### src/rtl/sdram_req_arbiter_if.sv
`default_nettype none
// +----------------------------------------------------------------------------+
// | sdram_req_arbiter_if : requester-side and sdram_core-side bundle           |
// | Rev 1.0                                                                    |
// +----------------------------------------------------------------------------+
interface sdram_req_arbiter_if #(
  parameter int NREQ   = 4,
  parameter int ADDR_W = 24,
  parameter int DATA_W = 32
);
  logic [NREQ-1:0]          req_valid;
  logic [NREQ-1:0]          req_ready;
  logic [NREQ-1:0]          req_we;
  logic [NREQ*ADDR_W-1:0]   req_addr;
  logic [NREQ*DATA_W-1:0]   req_wdata;
  logic [NREQ*DATA_W/8-1:0] req_wmask;
  logic [NREQ-1:0]          resp_valid;
  logic [DATA_W-1:0]        resp_rdata;

  logic                     mem_valid;
  logic                     mem_ready;
  logic                     mem_we;
  logic [ADDR_W-1:0]        mem_addr;
  logic [DATA_W-1:0]        mem_wdata;
  logic [DATA_W/8-1:0]      mem_wmask;
  logic                     mem_resp_valid;
  logic [DATA_W-1:0]        mem_rdata;

  // The arbiter itself
  modport slave (
    input  req_valid, req_we, req_addr, req_wdata, req_wmask,
    input  mem_ready, mem_resp_valid, mem_rdata,
    output req_ready, resp_valid, resp_rdata,
    output mem_valid, mem_we, mem_addr, mem_wdata, mem_wmask
  );

  // Requesters plus sdram_core, seen from outside the arbiter
  modport master (
    output req_valid, req_we, req_addr, req_wdata, req_wmask,
    output mem_ready, mem_resp_valid, mem_rdata,
    input  req_ready, resp_valid, resp_rdata,
    input  mem_valid, mem_we, mem_addr, mem_wdata, mem_wmask
  );
endinterface
`default_nettype wire

### src/rtl/sdram_req_arbiter.sv
`default_nettype none
// +----------------------------------------------------------------------------+
// | sdram_req_arbiter : round-robin sharing of the sdram_core request port,    |
// | one transaction in flight. SDRAM_ARB_PRIO0_EN gives requester 0 priority.  |
// | Rev 1.0                                                                    |
// +----------------------------------------------------------------------------+
module sdram_req_arbiter #(
  parameter int NREQ   = 4,
  parameter int ADDR_W = 24,
  parameter int DATA_W = 32
) (
  input  wire logic          clk,
  input  wire logic          rst,
  sdram_req_arbiter_if.slave bus,
  output logic               busy
);

  localparam int MASK_W = DATA_W / 8;
  localparam int IDX_W  = (NREQ > 1) ? $clog2(NREQ) : 1;
  localparam logic [IDX_W-1:0] LAST_RST = IDX_W'(NREQ - 1);

  typedef enum logic [1:0] {
    S_IDLE  = 2'd0,
    S_ISSUE = 2'd1,
    S_WAIT  = 2'd2
  } state_t;

  state_t              state_q;
  logic [IDX_W-1:0]    last_q;
  logic [IDX_W-1:0]    owner_q;
  logic                mem_valid_q;
  logic                mem_we_q;
  logic [ADDR_W-1:0]   mem_addr_q;
  logic [DATA_W-1:0]   mem_wdata_q;
  logic [MASK_W-1:0]   mem_wmask_q;
  logic [NREQ-1:0]     req_ready_q;
  logic [NREQ-1:0]     resp_valid_q;
  logic [DATA_W-1:0]   resp_rdata_q;
  logic                busy_q;

  logic [NREQ-1:0]     cand_d;
  logic                grant_found_d;
  logic [IDX_W-1:0]    grant_idx_d;
  logic                upd_last_d;
  logic [IDX_W-1:0]    scan_idx_d;
  int                  scan_pos_d;
  logic                sel_we_d;
  logic [ADDR_W-1:0]   sel_addr_d;
  logic [DATA_W-1:0]   sel_wdata_d;
  logic [MASK_W-1:0]   sel_wmask_d;

  // Winner search starts just after the last grant and wraps modulo NREQ.
  always_comb begin
    cand_d        = bus.req_valid;
    grant_found_d = 1'b0;
    grant_idx_d   = '0;
    upd_last_d    = 1'b1;
    scan_pos_d    = 0;
    scan_idx_d    = '0;
`ifdef SDRAM_ARB_PRIO0_EN
    cand_d[0]     = 1'b0;
`endif
    for (int k = 1; k <= NREQ; k++) begin
      scan_pos_d = int'(last_q) + k;
      if (scan_pos_d >= NREQ) begin
        scan_pos_d = scan_pos_d - NREQ;
      end
      scan_idx_d = IDX_W'(scan_pos_d);
      if (!grant_found_d && cand_d[scan_idx_d]) begin
        grant_found_d = 1'b1;
        grant_idx_d   = scan_idx_d;
      end
    end
`ifdef SDRAM_ARB_PRIO0_EN
    // Requester 0 pre-empts the rotation without moving the pointer.
    if (bus.req_valid[0]) begin
      grant_found_d = 1'b1;
      grant_idx_d   = '0;
      upd_last_d    = 1'b0;
    end
`endif
  end

  always_comb begin
    sel_we_d    = bus.req_we[grant_idx_d];
    sel_addr_d  = bus.req_addr[grant_idx_d*ADDR_W +: ADDR_W];
    sel_wdata_d = bus.req_wdata[grant_idx_d*DATA_W +: DATA_W];
    sel_wmask_d = bus.req_wmask[grant_idx_d*MASK_W +: MASK_W];
  end

  always_ff @(posedge clk or posedge rst) begin
    if (rst) begin
      state_q      <= S_IDLE;
      last_q       <= LAST_RST;
      owner_q      <= '0;
      mem_valid_q  <= 1'b0;
      mem_we_q     <= 1'b0;
      mem_addr_q   <= '0;
      mem_wdata_q  <= '0;
      mem_wmask_q  <= '0;
      req_ready_q  <= '0;
      resp_valid_q <= '0;
      resp_rdata_q <= '0;
      busy_q       <= 1'b0;
    end else begin
      req_ready_q  <= '0;
      resp_valid_q <= '0;
      case (state_q)
        S_IDLE: begin
          if (grant_found_d) begin
            owner_q     <= grant_idx_d;
            if (upd_last_d) begin
              last_q <= grant_idx_d;
            end
            mem_valid_q <= 1'b1;
            mem_we_q    <= sel_we_d;
            mem_addr_q  <= sel_addr_d;
            mem_wdata_q <= sel_wdata_d;
            mem_wmask_q <= sel_wmask_d;
            busy_q      <= 1'b1;
            state_q     <= S_ISSUE;
          end
        end
        S_ISSUE: begin
          // A completion arriving here is not ours yet and is ignored.
          if (mem_valid_q && bus.mem_ready) begin
            mem_valid_q          <= 1'b0;
            req_ready_q[owner_q] <= 1'b1;
            state_q              <= S_WAIT;
          end
        end
        S_WAIT: begin
          if (bus.mem_resp_valid) begin
            resp_valid_q[owner_q] <= 1'b1;
            resp_rdata_q          <= bus.mem_rdata;
            busy_q                <= 1'b0;
            state_q               <= S_IDLE;
          end
        end
        default: begin
          state_q <= S_IDLE;
        end
      endcase
    end
  end

  assign bus.req_ready  = req_ready_q;
  assign bus.resp_valid = resp_valid_q;
  assign bus.resp_rdata = resp_rdata_q;
  assign bus.mem_valid  = mem_valid_q;
  assign bus.mem_we     = mem_we_q;
  assign bus.mem_addr   = mem_addr_q;
  assign bus.mem_wdata  = mem_wdata_q;
  assign bus.mem_wmask  = mem_wmask_q;
  assign busy           = busy_q;

  a_no_resp_with_accept : assert property (@(posedge clk) disable iff (rst)
    !(state_q == S_ISSUE && mem_valid_q && bus.mem_ready && bus.mem_resp_valid));

endmodule
`default_nettype wire

### src/flat_wrapper.sv
// flat-port wrapper written by rule: the top's interface ports become plain ports
module sdram_req_arbiter_flat 
#(
  parameter int NREQ   = 4,
  parameter int ADDR_W = 24,
  parameter int DATA_W = 32
)
  (clk, rst, busy, bus_req_valid, bus_req_we, bus_req_addr, bus_req_wdata, bus_req_wmask, bus_mem_ready, bus_mem_resp_valid, bus_mem_rdata, bus_req_ready, bus_resp_valid, bus_resp_rdata, bus_mem_valid, bus_mem_we, bus_mem_addr, bus_mem_wdata, bus_mem_wmask);
  sdram_req_arbiter_if #(.NREQ(NREQ), .ADDR_W(ADDR_W), .DATA_W(DATA_W)) bus_i ();
  input  wire logic clk;
  input  wire logic rst;
  output logic busy;
  input wire logic [$bits(bus_i.req_valid)-1:0] bus_req_valid;
  input wire logic [$bits(bus_i.req_we)-1:0] bus_req_we;
  input wire logic [$bits(bus_i.req_addr)-1:0] bus_req_addr;
  input wire logic [$bits(bus_i.req_wdata)-1:0] bus_req_wdata;
  input wire logic [$bits(bus_i.req_wmask)-1:0] bus_req_wmask;
  input wire logic [$bits(bus_i.mem_ready)-1:0] bus_mem_ready;
  input wire logic [$bits(bus_i.mem_resp_valid)-1:0] bus_mem_resp_valid;
  input wire logic [$bits(bus_i.mem_rdata)-1:0] bus_mem_rdata;
  output wire logic [$bits(bus_i.req_ready)-1:0] bus_req_ready;
  output wire logic [$bits(bus_i.resp_valid)-1:0] bus_resp_valid;
  output wire logic [$bits(bus_i.resp_rdata)-1:0] bus_resp_rdata;
  output wire logic [$bits(bus_i.mem_valid)-1:0] bus_mem_valid;
  output wire logic [$bits(bus_i.mem_we)-1:0] bus_mem_we;
  output wire logic [$bits(bus_i.mem_addr)-1:0] bus_mem_addr;
  output wire logic [$bits(bus_i.mem_wdata)-1:0] bus_mem_wdata;
  output wire logic [$bits(bus_i.mem_wmask)-1:0] bus_mem_wmask;
  assign bus_i.req_valid = bus_req_valid;
  assign bus_i.req_we = bus_req_we;
  assign bus_i.req_addr = bus_req_addr;
  assign bus_i.req_wdata = bus_req_wdata;
  assign bus_i.req_wmask = bus_req_wmask;
  assign bus_i.mem_ready = bus_mem_ready;
  assign bus_i.mem_resp_valid = bus_mem_resp_valid;
  assign bus_i.mem_rdata = bus_mem_rdata;
  assign bus_req_ready = bus_i.req_ready;
  assign bus_resp_valid = bus_i.resp_valid;
  assign bus_resp_rdata = bus_i.resp_rdata;
  assign bus_mem_valid = bus_i.mem_valid;
  assign bus_mem_we = bus_i.mem_we;
  assign bus_mem_addr = bus_i.mem_addr;
  assign bus_mem_wdata = bus_i.mem_wdata;
  assign bus_mem_wmask = bus_i.mem_wmask;
  sdram_req_arbiter #(.NREQ(NREQ), .ADDR_W(ADDR_W), .DATA_W(DATA_W)) u_core (.clk(clk), .rst(rst), .bus(bus_i), .busy(busy));
endmodule
### config.mk
export PLATFORM = sky130hd
export DESIGN_NAME = sdram_req_arbiter_flat
export DESIGN_NICKNAME = d
export VERILOG_FILES = /design/src/rtl/sdram_req_arbiter_if.sv /design/src/rtl/sdram_req_arbiter.sv /design/src/flat_wrapper.sv
export SDC_FILE = /design/constraint.sdc
export NUM_CORES = 1
export LEC_CHECK = 0
export CORE_AREA = 2 2 150 152
export DETAILED_ROUTE_END_ITERATION = 7
export DIE_AREA = 0 0 152 154
export MAX_ROUTING_LAYER = met4
export PLACE_DENSITY_LB_ADDON = 0.1
export SYNTH_ARGS = -nofsm -noshare
export SYNTH_HDL_FRONTEND = slang
export SYNTH_SLANG_ARGS = --single-unit
### constraint.sdc
create_clock -name clk -period 4.2 [get_ports clk]
set_input_delay 0.84 -clock clk [delete_from_list [all_inputs] [get_ports clk]]
set_output_delay 0.84 -clock clk [all_outputs]
set_load 0.01 [all_outputs]
# Word-level counts from Yosys, hierarchy flattened
# Index checks and enable logic that the tools add are counted.
# totals
in_bits	284
ff_bits	109
wordCells	93
# op_classes
magnitude_cmp	11
n_mux	37
mul	1
shift	3
reduce_logical	16
eq_ne	5
add_sub_neg	8
# ops
operator	n
indexed part select 128 x 8 -> 32 bit	1
indexed part select 96 x 8 -> 24 bit	1
two-way mux 2 bit	11
< comparator 2 x 3 -> 1 bit (second input constant)	6
two-way mux 4 bit	4
indexed part select 16 x 5 -> 4 bit	1
two-way mux 1 bit	13
binary-select mux 1 bit (select 2 bit)	5
>= comparator 3 bit (second input constant)	3
AND reduction 3 bit	3
subtractor 2 x 1 -> 2 bit (second input constant)	4
adder 2 x 2 -> 3 bit (second input constant)	2
case mux 2 bit (3 select lines)	1
logical AND 1 bit	5
adder 2 x 3 -> 4 bit (second input constant)	1
>= comparator 4 x 3 -> 1 bit (second input constant)	1
multiplier 2 x 2 -> 4 bit (second input constant)	1
!= test 2 x 1 -> 1 bit (second input constant)	2
case mux 1 bit (2 select lines)	2
AND reduction 2 bit	2
nonzero test 2 bit	2
adder 2 x 1 -> 3 bit (second input constant)	1
zero test 1 bit	3
demux 1 bit (select 2 bit)	1
other kinds (5)	5

# Longest topological paths before layout
# depth
ltp_word	17
mapped_depth	8

# Least setup slack after synthesis
# Ideal clock, no wire load.
# synth_timing
path_type	input to register
from	input bus_req_valid[3]
to	register u_core.mem_addr_q[0] (netlist: u_core.bus.mem_addr[0])
stages	6
setup_ns	0.133
path_slack_ns	1.832
arrival_ns	2.235
required_time_ns	4.067
n_path_buf	2
cell_sequence	or2_4 a221oi_2 buf_4 buf_2 mux2i_1 o221ai_2
# synth_between
elab_chain_cells	14
elab_cells_between_ends	25
cone_classes	mul (1); shift (1); mux (16); reduce/logical (7)
# synth_rtl
element	line_no	rtl
from (decl)	flat_wrapper.sv:13	input wire logic [$bits(bus_i.req_valid)-1:0] bus_req_valid;
binary-select mux 1 bit (select 2 bit)	sdram_req_arbiter.sv:69	if (!grant_found_d && cand_d[scan_idx_d]) begin
two-way mux 1 bit (not written as such)	sdram_req_arbiter.sv:69	
two-way mux 1 bit	sdram_req_arbiter.sv:69	
zero test 1 bit	sdram_req_arbiter.sv:69	
logical AND 1 bit	sdram_req_arbiter.sv:69	
two-way mux 1 bit	sdram_req_arbiter.sv:69	
zero test 1 bit	sdram_req_arbiter.sv:69	
logical AND 1 bit	sdram_req_arbiter.sv:69	
two-way mux 1 bit	sdram_req_arbiter.sv:69	
zero test 1 bit	sdram_req_arbiter.sv:69	
logical AND 1 bit	sdram_req_arbiter.sv:69	
two-way mux 2 bit	sdram_req_arbiter.sv:69	
multiplier 2 x 2 -> 4 bit	sdram_req_arbiter.sv:86	sel_addr_d = bus.req_addr[grant_idx_d*ADDR_W +: ADDR_W];
indexed part select 96 x 8 -> 24 bit	sdram_req_arbiter.sv:86	
to (signal assigned)	sdram_req_arbiter.sv:117	mem_addr_q <= sel_addr_d;
to (decl)	sdram_req_arbiter.sv:33	logic [ADDR_W-1:0] mem_addr_q;
# Parallel ways exist; a longest one is shown, timed or not. The select of a mux whose other input is x is not followed.
# A chain may end at the register's enable or synchronous reset.

# Final worst setup path
# layout_timing
from	input bus_req_valid[3]
to	register u_core.mem_wmask_q[2] (netlist: u_core.bus.mem_wmask[2])
# layout_between
elab_chain_cells	13
elab_cells_between_ends	24
cone_classes	shift (1); mux (16); reduce/logical (7)
# layout_rtl
element	line_no	rtl
binary-select mux 1 bit (select 2 bit)	sdram_req_arbiter.sv:69	
two-way mux 1 bit (not written as such)	sdram_req_arbiter.sv:69	
two-way mux 1 bit	sdram_req_arbiter.sv:69	
zero test 1 bit	sdram_req_arbiter.sv:69	
logical AND 1 bit	sdram_req_arbiter.sv:69	
two-way mux 1 bit	sdram_req_arbiter.sv:69	
zero test 1 bit	sdram_req_arbiter.sv:69	
logical AND 1 bit	sdram_req_arbiter.sv:69	
two-way mux 1 bit	sdram_req_arbiter.sv:69	
zero test 1 bit	sdram_req_arbiter.sv:69	
logical AND 1 bit	sdram_req_arbiter.sv:69	
two-way mux 2 bit or two-way mux 1 bit (tied branches)	sdram_req_arbiter.sv:69	
indexed part select 16 x 5 -> 4 bit or AND reduction 2 bit (tied branches)	-	
to (signal assigned)	sdram_req_arbiter.sv:119	mem_wmask_q <= sel_wmask_d;
to (decl)	sdram_req_arbiter.sv:35	logic [MASK_W-1:0] mem_wmask_q;
# Parallel ways exist; a longest one is shown, timed or not. The select of a mux whose other input is x is not followed.

==> summary.md <==
| Metric | Value |
|---|---|
| Num CTS Buffers | 9 |
| RSZ-0062 raised after global routing | false |
| Antenna violations before repair | 0 |
| Seq. cell area | 2730 um2 |
| Register area share after synthesis | 46.1% |
| Post-DR wirelength/cell | 19.3 um |
| Clk_skew | 4.64 ps |
| CTS Sinks | 109 |
| Layout cell share with drive strength beyond 1 | 14.3% |
| Multi-input combinational cell area | 2990 um2 |
| VDD IR max | 0.399 mV |
| Clock transition at path regs | 70 ps |
| MaxCap Viol Count | 0 |
| Critical-path maximum fanout | 63 |
| Fin area | 10300 um2 |
| TNS Setup | 0 ps |
| # fillers | 2001 |
| DP Area | 10000 um2 |
| Fmax | 341 MHz |
| Worst Hold Class | register to register |
| Crit Path Category | primary input to register |
| Drt via density | 4.71 |
| Hold Buf Count CTS | 0 |
| Post-synth top flop | dfrtp_1 |
| PostCTS Resize Cnt | 0 |
| Top Ports | 387 |
| Die area | 23400 um2 |
| Most common cell in the netlist | mux2i_1 |
| Synth area leaders | dfrtp_1 45%, mux2i_1 21%, o221ai_2 15%, mux2_2 6.1%, nand2_1 4.4% |
| Diodes inserted | 0 |
| Skew-Pair Late Insertion Delay | 350 ps |
| Hold Vio Cnt, Final | 0 |
| Pwr per Cell Area | 616 nW/um2 |
| Core ar. | 21700 um2 |
| Gr usage total | 18.7% |
| Synthesized area | 5920 um2 |
| Synth top area share | 45.2% |
| Chip Height | 154 um |
| Crit end category | register |
| Max-slew violation count | 0 |
| CTS tree | yes |
| Post-CTS Setup Repair Bufs | 0 |
| WP data required | 4380 ps |
| Yosys top cell by area | dfrtp_1 |
| Post-Syn Instances | 472 |
| H-tree depth | 3 |
| NumNets Final | 1123 |
| Routed via count | 5298 |
| Async SR Flop Fraction | 100% |
| Critical path buffers and inverters | 1 |
| Distinct cell type count after synthesis | 30 |
| Antenna Nets Post-Route | 0 |
| Crit start category | primary input |
| Worst-Margin Slew | 1140 ps |
| FP Rows | 54 |
| Synth cell count leaders | 122 x mux2i_1, 107 x dfrtp_1, 69 x nand2_1 |
| CP Cell Sequence | clkdlybuf4s50_1, or2_4, nor3_1, or3_2, or3_4, o221ai_1 |
| Final WL | 21.7 mm |
| Final setup vio count | 0 |
| Arrival @ worst endpoint | 3110 ps |
| Bufs on Longest Clock Path | 2 |
| Buffers on Ports | 386 |
| Post-Syn Nets | 756 |
| Post-detail-place hpwl | 16.6 mm |
| DRC viols | 0 |
| GP Congestion | 0.849 |
| Minimum clock period | 2940 ps |
| Die width | 152 um |
| DR iter-0 viols | 221 |
| Largest net degree at the start of global routing | 79 |
| Drt first pass iters | 4 |
| Static leakage | 4.27 nW |
| Largest stage delay, worst path | 850 ps |
| Initial Util | 27.3% |
| Tcrit/Tclk final | 69.9% |
| Yosys Warn Count | 0 |
| Number of flops mapped to enable cells by yosys | 0 |
| Status | finished clean |
| Synth Register Bits | 109 |
| Slew HR | 23.8% |
| Vias in the first global route | 5831 |
| Area Overhead vs Synth | 74.4% |
| Synth Area per Inst | 12.5 um2 |
| Grt ovf | 0 |
| CP max-delay cell | or3_4 |
| Root Buffer | clkbuf_16 |
| First-pass GRT wire length | 33.2 mm |
| Top delay family on crit path | simple AND/OR/NAND/NOR gates |
worst reg2reg max path, delay by kind of cell (launching register included):
kind            cells  cell delay, ps
simple gates        2            1380
compound gates      1             280
flops               1             550
buf+inv             1             100
cell type report:
cell class                 count  share of cell area, %
timing repair buffer         394                   38.4
sequential                   109                   26.4
inverter                       3                  0.133
multi-input combinational    322                   28.9
tap                          280                   3.39
clock buffer                  10                   2.22
clock inverter                 6                  0.545
worst paths after layout:
path | start | to | slack (ps) | cells past startpoint
setup / recovery | bus_req_valid[3] | u_core.bus.mem_wmask[2] | 1260 | 6
hold / removal | u_core.bus.mem_wdata[25] | u_core.bus.mem_wdata[25] | 490 | 2
setup reg to reg | u_core.last_q[1] | u_core.bus.mem_wmask[2] | 1720 | 4
max in group asynchronous | rst | u_core.last_q[1] | 2390 | 3
min in group asynchronous | rst | u_core.bus.mem_addr[19] | 1010 | 2
hold reg to reg | u_core.bus.mem_wdata[25] | u_core.bus.mem_wdata[25] | 490 | 2
cells by family (layout without fill, tap and decap cells):
family,Yosys count,count (layout),synth area share (%)
buffers and inverters,41,413,3.93
DFF,109,109,46.1
AOI/OAI and AO/OA,73,73,16.5
muxes,154,154,26.7
and+or+nand+nor,95,95,6.74
power by group:
group          internal (W)  switching [W]
logic               0.00195        0.00173
clock network      0.000415       0.000417
registers           0.00156       0.000287
total               0.00392        0.00244
layer usage:
metal	track usage (%)	vias to the layer above	routed length, um	part of all wire (%)
met5	-	-	0	0
met4	4.41	0	326	1.5
met3	6.93	21	2080	9.6
met2	33.0	260	11200	52
met1	19.9	2521	8070	37
li1	-	2496	-	-
flip-flops by register name, summed over array words and instances, names as in the netlist:
name                   flops
u_core.last_q              2
u_core.bus.mem_wmask       4
u_core.bus.req_ready       4
u_core.busy                1
u_core.bus.resp_valid      4
u_core.state_q             2
u_core.bus.mem_addr       24
u_core.bus.mem_wdata      32
u_core.owner_q             2
u_core.bus.mem_we          1
u_core.bus.mem_valid       1
u_core.bus.resp_rdata     32
placed cells by master, fill, tap and decap left out:
cell type        Yosys  routed
or2_4                1       1
clkinv_4             0       1
o21ai_4              0       1
nand2_1             69      69
or3_4                0       1
clkdlybuf4s50_1      0     386
nor3_1               5       5
nor4_1               1       1
a31oi_1              1       1
nor2b_1              2       2
inv_1                3       2
mux2_2              32      32
clkinv_8             0       1
o22ai_1              1       1
inv_4                0       1
buf_12               0       3
nand2b_1             4       4
buf_4                3       5
or3_2                0       1
a221oi_4             0       1
nand3b_1             1       1
clkbuf_1            10       1
a311oi_1             1       1
a21oi_1              1       1
clkbuf_16            0       9
o21a_1               1       1
nand4b_1             1       1
nor2_1               9       9
o21ai_1              3       2
o221ai_1             3       3
dfrtp_1            107     107
inv_6                0       3
dfstp_2              2       2
mux2i_1            122     122
clkinv_2             0       1
o221ai_2            58      58
o21ai_0              3       3
metrics by stage:
stage          instances  util, %  power [W]  hold slack [ps]  setup slack (ps)
2_1_floorplan        472        -    0.00393              475               489
3_3_place_gp        1108     46.3    0.00552              469               981
3_5_place_dp        1108     46.3    0.00562              469               920
4_1_cts             1124     47.6    0.00648              494              1290
5_1_grt             1124     47.6    0.00679              509              1100
6_report            1124     47.6    0.00636              489              1260
Note: power is estimated with default switching activity, not from simulation.
